$ cat src/rtl/cart_bus_arb.sv
`timescale 1ns/1ps
// cart_bus_arb
//   Two-port arbiter and bus sequencer for the cartridge ROM/RAM bus.
//   Port 0 (logo reader) is read-only; port 1 (CPU path) reads and writes.
//   Each port's request is captured into a pending slot. The bus is granted
//   round-robin on ties. The strobe is issued for one cycle, and then a
//   minimum number of wait cycles is enforced before cart_bsy is believed.
//   Accesses that never see cart_bsy drop are forced complete after TIMEOUT
//   wait cycles. They return 8'hFF and raise a sticky timeout_err.
//
// Ports
//   clk_8m, rst          clock, synchronous active-high reset
//   p0_addr/p0_rd        port 0 read request (single-cycle pulse)
//   p0_data/p0_bsy       port 0 read data and busy (registered)
//   p1_addr/p1_rd/p1_wr  port 1 request (write wins if both pulse)
//   p1_wdata             port 1 write data, sampled with p1_wr
//   p1_data/p1_bsy       port 1 read data and busy (registered)
//   cart_addr/cart_wdata cartridge address / write data (held between cycles)
//   cart_rd/cart_wr      one-cycle cartridge strobes
//   cart_rdata/cart_bsy  cartridge read data / busy
//   timeout_err          sticky: some access timed out
module cart_bus_arb #(
    parameter int MIN_WAIT = 31,
    parameter int TIMEOUT  = 255
) (
    input  logic        clk_8m,
    input  logic        rst,
    input  logic [15:0] p0_addr,
    input  logic        p0_rd,
    output logic [7:0]  p0_data,
    output logic        p0_bsy,
    input  logic [15:0] p1_addr,
    input  logic        p1_rd,
    input  logic        p1_wr,
    input  logic [7:0]  p1_wdata,
    output logic [7:0]  p1_data,
    output logic        p1_bsy,
    output logic [15:0] cart_addr,
    output logic [7:0]  cart_wdata,
    output logic        cart_rd,
    output logic        cart_wr,
    input  logic [7:0]  cart_rdata,
    input  logic        cart_bsy,
    output logic        timeout_err
);

    localparam logic [7:0] MIN_M1 = 8'(MIN_WAIT - 1);
    localparam logic [7:0] TO_M1  = 8'(TIMEOUT - 1);

    typedef enum logic [1:0] {
        IDLE     = 2'd0,
        ISSUE    = 2'd1,
        WAIT     = 2'd2,
        COMPLETE = 2'd3
    } state_t;

    state_t      state;
    logic [15:0] addr0_q;
    logic [15:0] addr1_q;
    logic [7:0]  wdata1_q;
    logic        wr1_q;
    logic        last_grant;
    logic        gnt_q;
    logic [7:0]  wait_cnt;
    logic        timed_out;

    logic        cap0;
    logic        cap1;
    logic        req0;
    logic        req1;
    logic        gnt_any;
    logic        gnt_sel;
    logic        wr1_eff;
    logic [15:0] addr0_eff;
    logic [15:0] addr1_eff;
    logic [7:0]  wdata1_eff;

    // pN_bsy doubles as the pending flag. It is set at capture and cleared
    // when the access completes. A request captured on this edge is merged
    // in here so that an idle bus can grant it immediately.
    always_comb begin
        cap0       = p0_rd & ~p0_bsy;
        cap1       = (p1_rd | p1_wr) & ~p1_bsy;
        req0       = p0_bsy | cap0;
        req1       = p1_bsy | cap1;
        addr0_eff  = cap0 ? p0_addr  : addr0_q;
        addr1_eff  = cap1 ? p1_addr  : addr1_q;
        wdata1_eff = cap1 ? p1_wdata : wdata1_q;
        wr1_eff    = cap1 ? p1_wr    : wr1_q;
        gnt_any    = req0 | req1;
        // On a tie, grant the port that was not granted on the last tie.
        if (req0 && req1) begin
            gnt_sel = ~last_grant;
        end else begin
            gnt_sel = req1;
        end
    end

    always_ff @(posedge clk_8m) begin
        if (rst) begin
            state       <= IDLE;
            p0_bsy      <= 1'b0;
            p1_bsy      <= 1'b0;
            p0_data     <= 8'h00;
            p1_data     <= 8'h00;
            cart_addr   <= 16'h0000;
            cart_wdata  <= 8'h00;
            cart_rd     <= 1'b0;
            cart_wr     <= 1'b0;
            timeout_err <= 1'b0;
            addr0_q     <= 16'h0000;
            addr1_q     <= 16'h0000;
            wdata1_q    <= 8'h00;
            wr1_q       <= 1'b0;
            last_grant  <= 1'b1;
            gnt_q       <= 1'b0;
            wait_cnt    <= 8'h00;
            timed_out   <= 1'b0;
        end else begin
            if (cap0) begin
                p0_bsy  <= 1'b1;
                addr0_q <= p0_addr;
            end
            if (cap1) begin
                p1_bsy   <= 1'b1;
                addr1_q  <= p1_addr;
                wdata1_q <= p1_wdata;
                wr1_q    <= p1_wr;
            end

            case (state)
                IDLE: begin
                    if (gnt_any) begin
                        state <= ISSUE;
                        gnt_q <= gnt_sel;
                        if (req0 && req1) begin
                            last_grant <= gnt_sel;
                        end
                        cart_addr <= gnt_sel ? addr1_eff : addr0_eff;
                        // Port 0 never writes, so cart_wdata keeps its last value.
                        if (gnt_sel) begin
                            cart_wdata <= wdata1_eff;
                        end
                        cart_rd <= ~(gnt_sel & wr1_eff);
                        cart_wr <= gnt_sel & wr1_eff;
                    end
                end

                ISSUE: begin
                    cart_rd  <= 1'b0;
                    cart_wr  <= 1'b0;
                    wait_cnt <= 8'h00;
                    state    <= WAIT;
                end

                WAIT: begin
                    if (wait_cnt != 8'hFF) begin
                        wait_cnt <= wait_cnt + 8'd1;
                    end
                    // cart_bsy is only trusted once the minimum wait has elapsed.
                    if (wait_cnt >= MIN_M1 && !cart_bsy) begin
                        state     <= COMPLETE;
                        timed_out <= 1'b0;
                    end else if (wait_cnt == TO_M1) begin
                        state     <= COMPLETE;
                        timed_out <= 1'b1;
                    end
                end

                COMPLETE: begin
                    if (!gnt_q) begin
                        p0_data <= timed_out ? 8'hFF : cart_rdata;
                        p0_bsy  <= 1'b0;
                    end else begin
                        if (!wr1_q) begin
                            p1_data <= timed_out ? 8'hFF : cart_rdata;
                        end
                        p1_bsy <= 1'b0;
                    end
                    if (timed_out) begin
                        timeout_err <= 1'b1;
                    end
                    state <= IDLE;
                end

                default: state <= IDLE;
            endcase
        end
    end

endmodule

$ cat config.mk
export PLATFORM = sky130hd
export DESIGN_NAME = cart_bus_arb
export DESIGN_NICKNAME = d
export VERILOG_FILES = /design/src/rtl/cart_bus_arb.sv
export SDC_FILE = /design/constraint.sdc
export NUM_CORES = 1
export LEC_CHECK = 0
export CAP_MARGIN = 15
export CORE_MARGIN = 3
export CORE_UTILIZATION = 32
export CTS_BUF_LIST = sky130_fd_sc_hd__clkbuf_8
export DETAILED_ROUTE_END_ITERATION = 10
export PLACE_DENSITY = 0.55
export REMOVE_ABC_BUFFERS = 1
export SLEW_MARGIN = 20
export SYNTH_ARGS = -nofsm -noshare
export SYNTH_HDL_FRONTEND = slang
export SYNTH_SLANG_ARGS = --single-unit
$ cat constraint.sdc
create_clock -name clk_8m -period 2.6 [get_ports clk_8m]
set_clock_uncertainty 0.05 [all_clocks]
set_input_delay 0.52 -clock clk_8m [delete_from_list [all_inputs] [get_ports clk_8m]]
set_output_delay 0.52 -clock clk_8m [all_outputs]
set_load 0.01 [all_outputs]
Word level (Yosys, flattened, before mapping)
Index checks and enable logic that the tools add are counted.
{"block": "classes", "addsub": 1, "order_cmp": 1, "eq_ne": 8, "muxes": 25, "bitwise_logic": 13, "n_reduce_logical": 17}
{"operator": "2-to-1 mux 16 bit", "n": 3}
{"operator": "2-to-1 mux 8 bit", "n": 3}
{"operator": "one-hot mux 8 bit (2 select lines)", "n": 1}
{"operator": "AND reduction 2 bit", "n": 7}
{"operator": "2-to-1 mux 1 bit", "n": 12}
{"operator": "AND reduction 3 bit", "n": 3}
{"operator": "adder 8 x 1 -> 8 bit, second input constant", "n": 1}
{"operator": "== test 8 bit, second input constant", "n": 1}
{"operator": "greater-or-equal comparator 8 x 5 -> 1 bit, second input constant", "n": 1}
{"operator": "!= test 8 bit, second input constant", "n": 1}
{"operator": "one-hot mux 2 bit (4 select lines)", "n": 1}
{"operator": "2-to-1 mux 2 bit", "n": 3}
{"operator": "NOT 1 bit", "n": 6}
{"operator": "nonzero test 2 bit", "n": 3}
{"operator": "== test 2 bit, second input constant", "n": 2}
{"operator": "!= test 2 bit, second input constant", "n": 2}
{"operator": "bitwise OR 1 bit", "n": 4}
{"operator": "one-hot mux 1 bit (2 select lines)", "n": 2}
{"operator": "bitwise AND 1 bit", "n": 3}
{"operator": "!= test 3 bit, second input constant", "n": 1}
{"operator": "== test 2 x 1 -> 1 bit, second input constant", "n": 1}
{"operator": "logical AND 1 bit", "n": 2}
{"operator": "zero test 2 bit", "n": 1}
{"operator": "zero test 1 bit", "n": 1}
{"block": "word_totals", "ff_bits": 99, "inputBits": 54, "out_inout_bits": 45, "word_cells": 83}

Longest topological paths before layout
Gate-level depths: netlist of run 1.
{"block": "depth", "word_depth": 9, "ltp_mapped": 7, "mapped_depth_nobuf": 6}

Least setup slack after synthesis of run 1
OpenSTA, ideal clock, no wires.
{"block": "synth_timing", "kind": "input -> register", "startpoint": "input p1_wr", "endpoint": "register gnt_q", "setup_time_ns": 0.128, "arrival_time_ns": 1.480, "required_ns": 2.422, "slack_ns": 0.943, "cell_stages": 6, "path_buffers": 2, "cell_sequence": "or3_4 and3_4 buf_6 buf_12 a21oi_1 nor2_1"}
{"block": "synth_via", "elab_chain_cells": 5, "elab_cells_between_ends": 7, "classes_between": "1 x mux; 4 x bitwise; 2 x reduce/logical"}
{"element": "start: declaration", "line": "34", "source": "input logic p1_wr,"}
{"element": "bitwise OR 1 bit (*)", "line": "83", "source": "cap1 = (p1_rd | p1_wr) & ~p1_bsy;"}
{"element": "bitwise AND 1 bit (*)", "line": "83"}
{"element": "bitwise OR 1 bit (*)", "line": "85", "source": "req1 = p1_bsy | cap1;"}
{"element": "bitwise OR 1 bit or logical AND 1 bit (tied branches)", "line": "90, 92"}
{"element": "AND reduction 2 bit (no source line) or 2-to-1 mux 1 bit (tied branches)"}
{"element": "end signal: assignment", "line": "135", "source": "gnt_q <= gnt_sel;"}
{"element": "end: declaration", "line": "63", "source": "logic gnt_q;"}
Every way passes the cells marked *; elsewhere a longest branch is shown, timed or not.
A chain may end at the register's enable or synchronous reset.

Worst setup path after layout of run 1
{"block": "layout_timing", "startpoint": "input p1_wr", "endpoint": "register cart_addr[0]"}
{"block": "layout_via", "elab_chain_cells": 6, "elab_cells_between_ends": 9, "classes_between": "3 x mux; 4 x bitwise; 2 x reduce/logical"}
{"element": "bitwise OR 1 bit (*)", "line": "83"}
{"element": "bitwise AND 1 bit (*)", "line": "83"}
{"element": "bitwise OR 1 bit", "line": "85"}
{"element": "logical AND 1 bit", "line": "92", "source": "if (req0 && req1) begin"}
{"element": "2-to-1 mux 1 bit", "line": "92"}
{"element": "2-to-1 mux 16 bit", "line": "139", "source": "cart_addr <= gnt_sel ? addr1_eff : addr0_eff;"}
{"element": "end signal: assignment", "line": "139"}
{"element": "end: declaration", "line": "38", "source": "output logic [15:0] cart_addr,"}
Marks and branches as above.

==> reports/metrics.cfg, run 1 <==
[die]
die_x_um = 118
die_area_mm2 = 0.0138
ios = 99
core_area_mm2 = 0.0121
fp.dieH_um = 118
num_rows = 40
start_util_pct = 32.9

[power_and_ir_drop]
p_switching_uw = 1430
power.internal_uw = 3040
power.share.sequential_pct = 43.0
pwr-share-clk_pct = 24.2
power_uw = 4470
ir_drop_mv = 0.358
p_leak_uw = 0.00210
power_frac_comb_pct = 32.9
power.density_mw_per_mm2 = 842
switching_share_pct = 31.9

[routing]
route.detailed.drc = 0
routedWlPerCell_um = 14.6
firstDrtPassIters = 4
vias = 3188
drt_iter0_markers = 182
wl_mm = 9.80
viasPerCell = 4.75
postRouteAntennaNets = 0

[layout]
n_antenna_cell = 0
synthToLayoutAreaGrowth_pct = 33.1
final_nets = 559
multi_input_area_mm2 = 0.00181
drive_gt1_share_pct = 8.95
fillers = 1224
seq_area_mm2 = 0.00198

[clock_network]
clock-sinks = 99
cts_buffers = 9
clk_pin_slew_ns = 0.10
cts-root-buf = clkbuf_8
clkLatencyLatePin_ns = 0.37
cts-htree-levels = 3
holdBufCountCts = 0
cts_tree = built
clk_path_buf_depth = 2
cts_resized = 0
post_cts_buffers = 0

[timing]
worst_pin_slew_ns = 0.779
finalSetupViolCount = 0
slew_viol_final = 0
fin_ws_ns = 0.600
min_period_ns = 2.00
fmax_mhz = 500
finalSetupTns_ns = 0
slew_headroom_pct = 48.0
hold_violations = 0
fin_crit_sh_pct = 76.9
rsz0062_at_grt = false

[global_route]
grt_max_degree = 46
grt_usage_pct = 14.8
grt_pass1_wl_mm = 16.4
antenna_found_initial = 0
grt_overflow = 0
first_global_vias = 3218

[synth]
synth_ff_type = dfxtp_1
synth_warnings = 0
synthCells = 406
synth_edf_count = 0
synthArstFlopShare_pct = 0
ys_ff_latch = 99
ys_types = 50
syn_area_mm2 = 0.00399
avgSynthCellArea_um2 = 9.82
seq_area_frac_synth_pct = 49.7

[placed_design]
io_buffers = 98
place.gp.congestion = 0.824
dpl_worst_slack_ns = 0.207
dpl.hpwl_mm = 6.87

[worst_setup_path]
cp-start-kind = input pin
arrival_ns = 2.27
crit_type = input pin to register
end_kind = register
crit_fanout = 16
cp.required_ns = 2.87

[worst_hold_path]
hold_class = register to register

[run_status]
status = complete, no violations

[flow_run]
cap_violations = 0

-- final timing paths --
check / from / slack, ns / end / cells past startpoint
worst max-delay path: p1_wr / 0.60 / cart_addr[0] / 5
worst min-delay path: cart_addr[1] / 0.43 / cart_addr[1] / 1
worst max register to register: state[0] / 0.76 / cart_addr[0] / 5
worst min register to register: cart_addr[1] / 0.43 / cart_addr[1] / 1
-- placed cells by master, fill, tap and decap left out, types with 2 or more instances in the layout --
cell type,instances
dfxtp_1,99
clkdlybuf4s50_1,97
nor2_1,84
mux2i_1,42
nand2_1,37
a211oi_1,19
a32o_1,16
inv_1,9
clkbuf_8,9
a211oi_2,8
ha_1,7
o21ai_0,6
a21oi_1,6
buf_4,6
nand3_1,4
nor2_2,3
nand4_1,3
and3_1,3
o211ai_1,3
xnor2_1,3
nor3_1,2
and4_1,2
a31oi_1,2
bufinv_16,2
clkinv_2,2
buf_12,2
-- worst max-delay path, cell delays in order --
cell and delay, ns:
clkdlybuf4s50_1 0.59, or3_4 0.21, o21ai_2 0.08, nor2_2 0.61, a32o_1 0.27
-- flip-flops by register name, indices dropped and copies added (netlist names) --
| register | cells |
|---|---|
| state | 2 |
| p0_bsy | 1 |
| last_grant | 1 |
| timeout_err | 1 |
| cart_rd | 1 |
| wdata1_q | 8 |
| gnt_q | 1 |
| cart_wr | 1 |
| p1_bsy | 1 |
| addr0_q | 16 |
| p0_data | 8 |
| p1_data | 8 |
| cart_addr | 16 |
| wr1_q | 1 |
| addr1_q | 16 |
| cart_wdata | 8 |
| timed_out | 1 |
| wait_cnt | 8 |
-- final cells by class --
type / instances / area share [%]
clock buffer: 9 / 2.33
tap: 168 / 3.96
multi-input combinational: 274 / 34.1
sequential: 99 / 37.3
clock inverter: 7 / 1.72
inverter: 8 / 0.566
timing repair buffer: 106 / 20.0
-- synthesized netlist by cell type (2+ instances only) --
cell,count,area [um^2]
buf_6,6,67.6
o21ai_0,6,30.0
o211ai_1,3,22.5
a32o_1,16,160
nor2_2,3,18.8
a211oi_2,8,100
a21oi_1,6,30.0
dfxtp_1,99,1980
mux2i_1,42,420
a31oi_1,2,12.5
and4_1,2,17.5
xnor2_1,3,26.3
nor3_1,2,10.0
buf_4,3,22.5
nor2_1,84,315
nand2_1,37,139
buf_1,3,11.3
buf_2,6,30.0
and3_1,3,18.8
inv_1,8,30.0
ha_1,7,87.6
nand4_1,3,18.8
nand3_1,4,20.0
a211oi_1,19,143
clkbuf_1,6,22.5
-- metrics by stage --
stage	area, um^2	cells	hold WS, ns	util [%]
after floorplan	3810	381	0.410	-
after global placement	5090	655	0.402	42.0
after detailed placement	5090	655	0.412	42.0
after CTS	5310	671	0.437	43.8
after global routing	5310	671	0.448	43.8
final	5310	671	0.432	43.8
-- metal layers --
layer	part of all wire, %	global-route usage [%]
met3	5.3	5.05
met2	47	24.6
met1	46	17.9
met5	0	0
met4	1.4	4.62
-- power by group through the flow --
| stage | Combinational [uW] | Clock (uW) | Sequential, uW |
|---|---|---|---|
| after floorplan | 715 | 0 | 2020 |
| after global placement | 1460 | 0 | 1950 |
| after detailed placement | 1490 | 0 | 1960 |
| after CTS | 1490 | 1120 | 1930 |
| after global routing | 1620 | 1180 | 1950 |
| final | 1470 | 1080 | 1920 |
-- cell families after synthesis --
| family | count (synthesis) | synth area share (%) |
|---|---|---|
| XOR/XNOR | 4 | 0.879 |
| adder cells (fa/ha/maj) | 7 | 2.20 |
| AND/OR/NAND/NOR | 148 | 16.0 |
| buffers and inverters | 33 | 5.11 |
| multiplexers | 43 | 10.8 |
| flip-flops | 99 | 49.7 |
| AO/OA/AOI/OAI | 72 | 15.3 |
No activity file was read; power rests on OpenSTA's default activity.
==> inputs of run 2 (changes only) <==
- PLACE_DENSITY: 0.55 -> 0.57
- clock period: 2.6 -> 1.8 ns (I/O delays scaled with it)
==> reports/metrics.cfg, run 2 (same netlist as run 1, synthesis figures left out) <==
[placed_design]
dpl.hpwl_mm = 7.13
dpl_worst_slack_ns = -0.356
place.gp.congestion = 0.828
io_buffers = 98

[worst_setup_path]
cp.required_ns = 2.01
cp-start-kind = register
arrival_ns = 1.91
end_kind = register
crit_fanout = 9
crit_type = register to register

[layout]
n_antenna_cell = 0
fillers = 1181
synthToLayoutAreaGrowth_pct = 40.3
final_nets = 595
multi_input_area_mm2 = 0.00181
reg_top3 = addr0_q: 16 flops, addr1_q: 16 flops, cart_addr: 16 flops
seq_area_mm2 = 0.00198
final_cell_mix = dfxtp_1 (98), clkdlybuf4s50_1 (96), nor2_1 (84)
drive_gt1_share_pct = 15.2
final_common_cell = dfxtp_1

[clock_network]
cts-htree-levels = 3
cts_buffers = 9
cts_tree = built
clkLatencyLatePin_ns = 0.36
cts-root-buf = clkbuf_8
clk_pin_slew_ns = 0.09
clk_path_buf_depth = 2
clock-sinks = 99
post_cts_buffers = 0

[run_status]
status = complete, no violations

[routing]
wl_mm = 9.75
routedWlPerCell_um = 13.8
postRouteAntennaNets = 0
firstDrtPassIters = 4
drt_iter0_markers = 132
viasPerCell = 4.69
route.detailed.drc = 0
vias = 3319

[power_and_ir_drop]
switching_share_pct = 31.5
power.density_mw_per_mm2 = 1170
p_leak_uw = 0.00227
p_switching_uw = 2060
power_frac_comb_pct = 36.1
power.share.sequential_pct = 42.7
power.internal_uw = 4470
pwr-share-clk_pct = 21.2
ir_drop_mv = 0.487

[global_route]
antenna_found_initial = 0
grt_max_degree = 45
first_global_vias = 3295
grt_pass1_wl_mm = 16.3
grt_usage_pct = 14.4
grt_overflow = 0

[timing]
hold_violations = 0
fin_ws_ns = 0.0952
whs_ns = 0.298
slew_headroom_pct = 66.3
rsz0062_at_grt = false
finalSetupTns_ns = 0
finalSetupViolCount = 0
min_period_ns = 1.70
fin_crit_sh_pct = 94.7
fmax_mhz = 587
worst_pin_slew_ns = 0.505
slew_viol_final = 0

[die]
die_x_um = 118
num_rows = 40
core_area_mm2 = 0.0121
die_area_mm2 = 0.0138
start_util_pct = 32.9
fp.dieH_um = 118
ios = 99

[flow_run]
cap_violations = 0

[worst_hold_path]
hold_class = input pin to register

-- run 2: worst paths after layout --
check | start | endpoint | slack, ns | depth (start not counted)
max | state[1] | cart_addr[10] | 0.1 | 6
min | rst | gnt_q | 0.30 | 2
max reg2reg | state[1] | cart_addr[10] | 0.1 | 6
min reg2reg | cart_wr | cart_wr | 0.43 | 2
-- run 2: repair_timing --
action                                  CTS  global route
gates resized for setup                   2             1
endpoints found under the setup margin    5             1
hold buffers                              0             0
-- run 2: critical path, cell delays in order (launching register included) --
cell	delay (ns)
dfxtp_1	0.35
inv_1	0.12
ha_1	0.28
a21boi_0	0.36
nor2_2	0.07
buf_4	0.18
a32o_1	0.20
-- run 2: metal layers --
| layer | vias to the layer above | global-route usage (%) | wire (um) |
|---|---|---|---|
| li1 | 1685 | - | - |
| met1 | 1552 | 18.2 | 4530 |
| met2 | 71 | 23.9 | 4580 |
| met3 | 11 | 4.52 | 543 |
| met4 | 0 | 3.52 | 102 |
| met5 | - | 0 | 0 |
-- run 2: power by group through the flow --
stage,clock network [uW],logic (uW),registers (uW)
finish,1380,2360,2780
global route,1530,2600,2830
CTS,1450,2390,2790
detailed placement,0,2380,2840
global placement,0,2330,2830
floorplan,0,1030,2920
-- run 2: stage by stage --
step / utilization (%) / cell area [um^2] / power (uW) / std cells
global route: 46.2 / 5590 / 6950 / 707
finish: 46.2 / 5590 / 6520 / 707
detailed placement: 44.5 / 5390 / 5220 / 691
floorplan: - / 3810 / 3950 / 381
CTS: 46.2 / 5590 / 6640 / 707
global placement: 44.5 / 5390 / 5160 / 691
-- run 2: final cells by class --
type	instances	area share [%]
Sequential cell	99	35.5
Clock buffer	13	3.20
Inverter	8	0.537
Tap cell	168	3.76
Timing Repair Buffer	142	24.2
Clock inverter	3	0.380
Multi-Input combinational cell	274	32.4
